$ cat src/rtl/oled_task_arbiter.sv
// rtl/oled_task_arbiter.sv - frame-aligned arbiter sharing one OLED pixel stream between task controllers
// Task changes only land on frame boundaries, with optional blank frames in between.
module oled_task_arbiter #(
    parameter int          N_TASKS      = 4,
    parameter int          BLANK_FRAMES = 1,
    parameter logic [15:0] BLANK_COLOUR = 16'h0000,
    localparam int         AW           = (N_TASKS > 1) ? $clog2(N_TASKS) : 1
) (
    input  logic                    clk,
    input  logic                    rst_n,
    input  logic                    frame_begin,
    input  logic [N_TASKS-1:0]      sw_req,
    input  logic [16*N_TASKS-1:0]   task_data,
    output logic [N_TASKS-1:0]      task_set,
    output logic [15:0]             oled_data,
    output logic [AW-1:0]           active_task,
    output logic                    switching
);

    typedef enum logic [1:0] {
        ST_IDLE   = 2'd0,
        ST_BLANK  = 2'd1,
        ST_ACTIVE = 2'd2
    } state_e;

    state_e               state_q, state_d;
    logic [AW-1:0]        task_q, task_d;
    logic [3:0]           cnt_q, cnt_d;
    logic [15:0]          oled_q, oled_d;
    logic [N_TASKS-1:0]   sync1_q, sync2_q;
    logic                 pend_vld_q, pend_vld_d;
    logic [AW-1:0]        pend_idx_q, pend_idx_d;
    logic                 fb_q;
    logic                 fb_rise;
    logic [15:0]          sel_pixel;

    assign fb_rise = frame_begin & ~fb_q;

    // Lowest asserted synchronized request wins.
    always_comb begin
        pend_vld_d = 1'b0;
        pend_idx_d = '0;
        for (int k = N_TASKS - 1; k >= 0; k--) begin
            if (sync2_q[k]) begin
                pend_vld_d = 1'b1;
                pend_idx_d = AW'(k);
            end
        end
    end

    always_comb begin
        state_d = state_q;
        task_d  = task_q;
        cnt_d   = cnt_q;
        if (fb_rise) begin
            case (state_q)
                ST_IDLE: begin
                    if (pend_vld_q) begin
                        if (BLANK_FRAMES == 0) begin
                            state_d = ST_ACTIVE;
                            task_d  = pend_idx_q;
                        end else begin
                            state_d = ST_BLANK;
                            cnt_d   = 4'(BLANK_FRAMES);
                        end
                    end
                end
                ST_ACTIVE: begin
                    if (!pend_vld_q || (pend_idx_q != task_q)) begin
                        if (BLANK_FRAMES == 0) begin
                            if (pend_vld_q) begin
                                task_d = pend_idx_q;
                            end else begin
                                state_d = ST_IDLE;
                            end
                        end else begin
                            state_d = ST_BLANK;
                            cnt_d   = 4'(BLANK_FRAMES);
                        end
                    end
                end
                ST_BLANK: begin
                    cnt_d = cnt_q - 4'd1;
                    // Target is whatever is pending at exit; the countdown never restarts.
                    if (cnt_q <= 4'd1) begin
                        cnt_d = 4'd0;
                        if (pend_vld_q) begin
                            state_d = ST_ACTIVE;
                            task_d  = pend_idx_q;
                        end else begin
                            state_d = ST_IDLE;
                        end
                    end
                end
                default: state_d = ST_IDLE;
            endcase
        end
    end

    always_comb begin
        sel_pixel = BLANK_COLOUR;
        for (int k = 0; k < N_TASKS; k++) begin
            if (task_d == AW'(k)) begin
                sel_pixel = task_data[16*k +: 16];
            end
        end
    end

    // Pixel follows the next state so the new task's first pixel lands right after frame_begin.
    assign oled_d = (state_d == ST_ACTIVE) ? sel_pixel : BLANK_COLOUR;

    always_ff @(posedge clk or negedge rst_n) begin
        if (!rst_n) begin
            state_q    <= ST_IDLE;
            task_q     <= '0;
            cnt_q      <= 4'd0;
            oled_q     <= BLANK_COLOUR;
            sync1_q    <= '0;
            sync2_q    <= '0;
            pend_vld_q <= 1'b0;
            pend_idx_q <= '0;
            fb_q       <= 1'b0;
        end else begin
            state_q    <= state_d;
            task_q     <= task_d;
            cnt_q      <= cnt_d;
            oled_q     <= oled_d;
            sync1_q    <= sw_req;
            sync2_q    <= sync1_q;
            pend_vld_q <= pend_vld_d;
            pend_idx_q <= pend_idx_d;
            fb_q       <= frame_begin;
        end
    end

    always_comb begin
        task_set = '0;
        for (int k = 0; k < N_TASKS; k++) begin
            task_set[k] = (state_q == ST_ACTIVE) && (task_q == AW'(k));
        end
    end

    assign oled_data   = oled_q;
    assign active_task = task_q;
    assign switching   = (state_q == ST_BLANK);

endmodule

$ cat config.mk
export PLATFORM = sky130hd
export DESIGN_NAME = oled_task_arbiter
export DESIGN_NICKNAME = d
export VERILOG_FILES = /design/src/rtl/oled_task_arbiter.sv
export SDC_FILE = /design/constraint.sdc
export NUM_CORES = 1
export LEC_CHECK = 0
export CORE_MARGIN = 5
export CORE_UTILIZATION = 43
export DETAILED_ROUTE_END_ITERATION = 16
export PLACE_DENSITY_LB_ADDON = 0.3
export SETUP_SLACK_MARGIN = 0.15
export SLEW_MARGIN = 10
export SYNTH_ARGS = -nofsm -noshare
export SYNTH_HDL_FRONTEND = slang
export SYNTH_SLANG_ARGS = --single-unit
$ cat constraint.sdc
create_clock -name clk -period 5.7 [get_ports clk]
set_input_delay 0.57 -clock clk [delete_from_list [all_inputs] [get_ports clk]]
set_output_delay 0.57 -clock clk [all_outputs]
set_load 0.05 [all_outputs]
==> impl_metrics.prom <==
# TYPE chip_impl_metric gauge
chip_impl_metric{name="place_congestion",unit=""} 0.751
chip_impl_metric{name="synth.yosys.warnings",unit=""} 0
chip_impl_metric{name="row_count",unit=""} 24
chip_impl_metric{name="fp.coreArea",unit="um2"} 4290
chip_impl_metric{name="ctsLongestPathBuffers",unit=""} 2
chip_impl_metric{name="nets",unit=""} 344
chip_impl_metric{name="drt_drc_violations_left",unit=""} 0
chip_impl_metric{name="worstMarginPinSlew",unit="ns"} 0.803
chip_impl_metric{name="antenna_found_initial",unit=""} 0
chip_impl_info{name="r2r_start",value="cnt_q[0]$_DFFE_PN0P_"} 1
chip_impl_metric{name="report.final.slew_viol_count",unit=""} 0
chip_impl_metric{name="r2r_cells",unit=""} 7
chip_impl_metric{name="r2r_setup_slack",unit="ns"} 3.22
chip_impl_metric{name="ant_nets",unit=""} 0
chip_impl_metric{name="filler_cell_count",unit=""} 353
chip_impl_metric{name="grt_overflow",unit=""} 0
chip_impl_metric{name="syn_nets",unit=""} 252
chip_impl_info{name="path_delay_family",value="buffers and inverters"} 1
chip_impl_metric{name="multiInputGateArea",unit="um2"} 907
chip_impl_metric{name="clock_tree.htree_level_count",unit=""} 2
chip_impl_metric{name="maxCapViolCount",unit=""} 0
chip_impl_info{name="crit_chain",value="nand2b_1, nor3b_1, clkdlybuf4s50_1"} 1
chip_impl_info{name="start_kind",value="register"} 1
chip_impl_metric{name="grt_pass1_wl",unit="um"} 8520
chip_impl_metric{name="holdBufCountCts",unit=""} 0
chip_impl_metric{name="postSynthRegisterBits",unit=""} 36
chip_impl_metric{name="postLayoutSetupSlackWorst",unit="ns"} 3.11
chip_impl_info{name="crit_path_end_kind",value="output port"} 1
chip_impl_metric{name="insertion_delay",unit="ns"} 0.28
chip_impl_info{name="crit_slowest_cell",value="sky130_fd_sc_hd__clkdlybuf4s50_1"} 1
chip_impl_metric{name="post_drt_wl_per_cell",unit="um"} 16.3
chip_impl_metric{name="tns",unit="ns"} 0
chip_impl_metric{name="setup_viol",unit=""} 0
chip_impl_info{name="yosysTopAreaCell",value="sky130_fd_sc_hd__dfrtp_1"} 1
chip_impl_info{name="rsz0062_at_grt",value="no"} 1
chip_impl_metric{name="post_cts.resized_instances",unit=""} 0
chip_impl_metric{name="place_ws",unit="ns"} 2.84
chip_impl_metric{name="fin_crit",unit="ns"} 2.59
chip_impl_metric{name="post_synth_top_area_share",unit="%"} 48.1
chip_impl_metric{name="timing.critical_path.fanout_max",unit=""} 7
chip_impl_metric{name="seqCellArea",unit="um2"} 901
chip_impl_info{name="r2r_end",value="oled_data[1]$_DFF_PN0_"} 1
chip_impl_metric{name="hold_violations",unit=""} 0
chip_impl_metric{name="pwr_density_cell",unit="nW/um2"} 439
chip_impl_info{name="setup.worst_path.start",value="state_q[0]$_DFF_PN0_"} 1
chip_impl_metric{name="hpwlAfterDp",unit="um"} 4080
chip_impl_metric{name="fin_crit_sh",unit="%"} 45.4
chip_impl_metric{name="die_height",unit="um"} 76
chip_impl_metric{name="port_buffers",unit=""} 93
chip_impl_metric{name="syn_avg_cell_area",unit="um2"} 10.5
chip_impl_metric{name="timing.slew.headroom",unit="%"} 46.5
chip_impl_metric{name="number_of_instances_in_the_synthesized_netlist",unit=""} 179
chip_impl_metric{name="post_syn_area",unit="um2"} 1870
chip_impl_info{name="kind_of_critical_path",value="reg -> out"} 1
chip_impl_metric{name="via_count",unit=""} 1738
chip_impl_metric{name="first_global_vias",unit=""} 1762
chip_impl_info{name="critical_path_endpoint",value="task_set[2]"} 1
chip_impl_info{name="holdCritPathClass",value="reg -> reg"} 1
chip_impl_metric{name="post_cts_buffers",unit=""} 0
chip_impl_metric{name="overall_die_area",unit="um2"} 5780
chip_impl_metric{name="avgViaCountPerCell",unit=""} 5.36
chip_impl_info{name="tritoncts",value="yes"} 1
chip_impl_metric{name="yosys.cell_types.count",unit=""} 35
chip_impl_info{name="cts_root_buffer",value="sky130_fd_sc_hd__clkbuf_8"} 1
chip_impl_metric{name="post-route-cell-area",unit="um2"} 2920
chip_impl_metric{name="grt_max_degree",unit=""} 37
chip_impl_metric{name="max-vdd-ir-drop",unit="uV"} 190
chip_impl_metric{name="crit_required",unit="ns"} 5.13
chip_impl_metric{name="critical_path_cell_count",unit=""} 3
chip_impl_metric{name="worstPathArrival",unit="ns"} 2.02
chip_impl_metric{name="global_route.usage.total",unit="%"} 18.4
chip_impl_metric{name="drt_iter0_drc",unit=""} 130
chip_impl_metric{name="layout-area-overhead-vs-synth",unit="%"} 55.8
chip_impl_metric{name="drive_gt1_share",unit="%"} 7.35
chip_impl_metric{name="total_wire_length_after_detailed_routing",unit="um"} 5280
chip_impl_metric{name="placedInstanceArea",unit="um2"} 2830
chip_impl_metric{name="total_leakage_power",unit="nW"} 1.25
chip_impl_metric{name="cp.buffers_inverters",unit=""} 1
chip_impl_metric{name="n_antenna_cell",unit=""} 0
chip_impl_metric{name="pin_count",unit=""} 94
chip_impl_metric{name="floorplan.initialDensity",unit="%"} 43.6
chip_impl_metric{name="worst_setup_hold_path_clk_slew",unit="ns"} 0.07
chip_impl_metric{name="cp_slowest_stage_delay",unit="ns"} 0.83
chip_impl_metric{name="cts-buffers-inserted",unit=""} 5
chip_impl_metric{name="max_clock_freq",unit="MHz"} 386
chip_impl_info{name="status",value="complete, no violations"} 1
chip_impl_metric{name="drt_pre_antenna_iters",unit=""} 4
chip_impl_metric{name="finClkSkew",unit="ns"} 0.00429
chip_impl_info{name="synthTopCellsByArea",value="sky130_fd_sc_hd__dfrtp_1, sky130_fd_sc_hd__mux2i_1, sky130_fd_sc_hd__o22ai_1"} 1
chip_impl_metric{name="cts.sinks",unit=""} 36
chip_impl_metric{name="synth.yosys.seq_area_share",unit="%"} 48.1
chip_impl_metric{name="die_width",unit="um"} 76
## cell usage after synthesis
master                       n
sky130_fd_sc_hd__dfrtp_1    36
sky130_fd_sc_hd__nor2_1     19
sky130_fd_sc_hd__mux2i_1    17
sky130_fd_sc_hd__o22ai_1    13
sky130_fd_sc_hd__nand2_1    11
sky130_fd_sc_hd__nand2b_1    9
sky130_fd_sc_hd__a211oi_1    7
sky130_fd_sc_hd__a21oi_1     6
sky130_fd_sc_hd__o21ai_0     6
sky130_fd_sc_hd__o31ai_1     5
sky130_fd_sc_hd__a211oi_2    4
sky130_fd_sc_hd__buf_2       4
sky130_fd_sc_hd__clkbuf_1    4
sky130_fd_sc_hd__nor3_1      4
sky130_fd_sc_hd__a22oi_1     3
sky130_fd_sc_hd__inv_1       3
sky130_fd_sc_hd__a211o_1     2
sky130_fd_sc_hd__a31oi_1     2
sky130_fd_sc_hd__ha_1        2
sky130_fd_sc_hd__inv_2       2
sky130_fd_sc_hd__mux2_2      2
sky130_fd_sc_hd__nor3b_1     2
sky130_fd_sc_hd__o2111ai_1   2
sky130_fd_sc_hd__o211ai_1    2
sky130_fd_sc_hd__xnor2_1     2
sky130_fd_sc_hd__a21boi_0    1
sky130_fd_sc_hd__and2b_2     1
sky130_fd_sc_hd__and3b_1     1
sky130_fd_sc_hd__and4b_1     1
sky130_fd_sc_hd__buf_6       1
sky130_fd_sc_hd__mux2i_4     1
sky130_fd_sc_hd__nand3_1     1
sky130_fd_sc_hd__nand4b_4    1
sky130_fd_sc_hd__o21a_1      1
sky130_fd_sc_hd__o21bai_1    1
## per-layer routing
layer,vias to the layer above,routed length (um),global-route usage [%]
li1,846,-,-
met1,814,1990,21.1
met2,70,2780,31.4
met3,8,441,6.62
met5,-,0,0
met4,0,72,6.41
## worst min-delay path by stage
stage / startpoint / end / slack [ns] / cells past startpoint
global route: sync1_q[2]$_DFF_PN0_ / sync2_q[2]$_DFF_PN0_ / 0.36 / 0
detailed placement: sync1_q[0]$_DFF_PN0_ / sync2_q[0]$_DFF_PN0_ / 0.33 / 0
floorplan: rst_n / active_task[0]$_DFF_PN0_ / 0.27 / 0
CTS: sync1_q[0]$_DFF_PN0_ / sync2_q[0]$_DFF_PN0_ / 0.35 / 0
global placement: sync1_q[3]$_DFF_PN0_ / sync2_q[3]$_DFF_PN0_ / 0.33 / 0
finish: sync1_q[0]$_DFF_PN0_ / sync2_q[0]$_DFF_PN0_ / 0.35 / 0
## registers in the layout, indices dropped and copies added (netlist names)
register	cells
active_task	2
state_q	2
sync1_q	4
cnt_q	4
pend_idx_q	2
sync2_q	4
pend_vld_q	1
oled_data	16
fb_q	1
## power by group
part           leakage [nW]  internal [mW]  switching, mW  total, mW
Combinational         0.749          0.277          0.443      0.720
Clock                0.0445         0.0982         0.0899      0.188
Sequential            0.460          0.319         0.0556      0.374
## cells in the final DEF, fill, tap and decap left out, types with 3 or more instances in the layout
cell type / n
sky130_fd_sc_hd__nand2_1: 11
sky130_fd_sc_hd__a22oi_1: 3
sky130_fd_sc_hd__inv_1: 3
sky130_fd_sc_hd__nor2_1: 19
sky130_fd_sc_hd__dfrtp_1: 36
sky130_fd_sc_hd__clkbuf_8: 6
sky130_fd_sc_hd__clkdlybuf4s50_1: 92
sky130_fd_sc_hd__mux2i_1: 17
sky130_fd_sc_hd__nor3_1: 4
sky130_fd_sc_hd__o31ai_1: 5
sky130_fd_sc_hd__a21oi_1: 6
sky130_fd_sc_hd__nand2b_1: 9
sky130_fd_sc_hd__a211oi_1: 7
sky130_fd_sc_hd__o22ai_1: 13
sky130_fd_sc_hd__o21ai_0: 6
sky130_fd_sc_hd__a211oi_2: 4
## layout make-up
type	count	share of cell area, %
clock buffer	7	2.96
clock inverter	1	0.257
inverter	5	0.643
multi-input combinational	129	31.1
sequential	36	30.9
tap	52	2.23
timing repair buffer	94	32.0
## logic make-up after synthesis
logic type               count (synthesis)  share of synthesized area [%]
multiplexers                            20                           11.5
AO/OA/AOI/OAI                           55                           20.8
flip-flops                              36                           48.1
buffers and inverters                   14                           3.47
adder cells (fa/ha/maj)                  2                           1.34
XOR/XNOR                                 2                          0.935
AND/OR/NAND/NOR                         50                           13.9
## metrics by stage
stage,hold slack [ns],cells,power [mW],utilization [%]
after floorplan,0.274,179,0.865,-
after global placement,0.333,316,1.09,65.8
after detailed placement,0.335,316,1.10,65.8
after CTS,0.351,324,1.30,68.0
after global routing,0.364,324,1.36,68.0
final,0.349,324,1.28,68.0
Power figures use the tool's default switching activity.
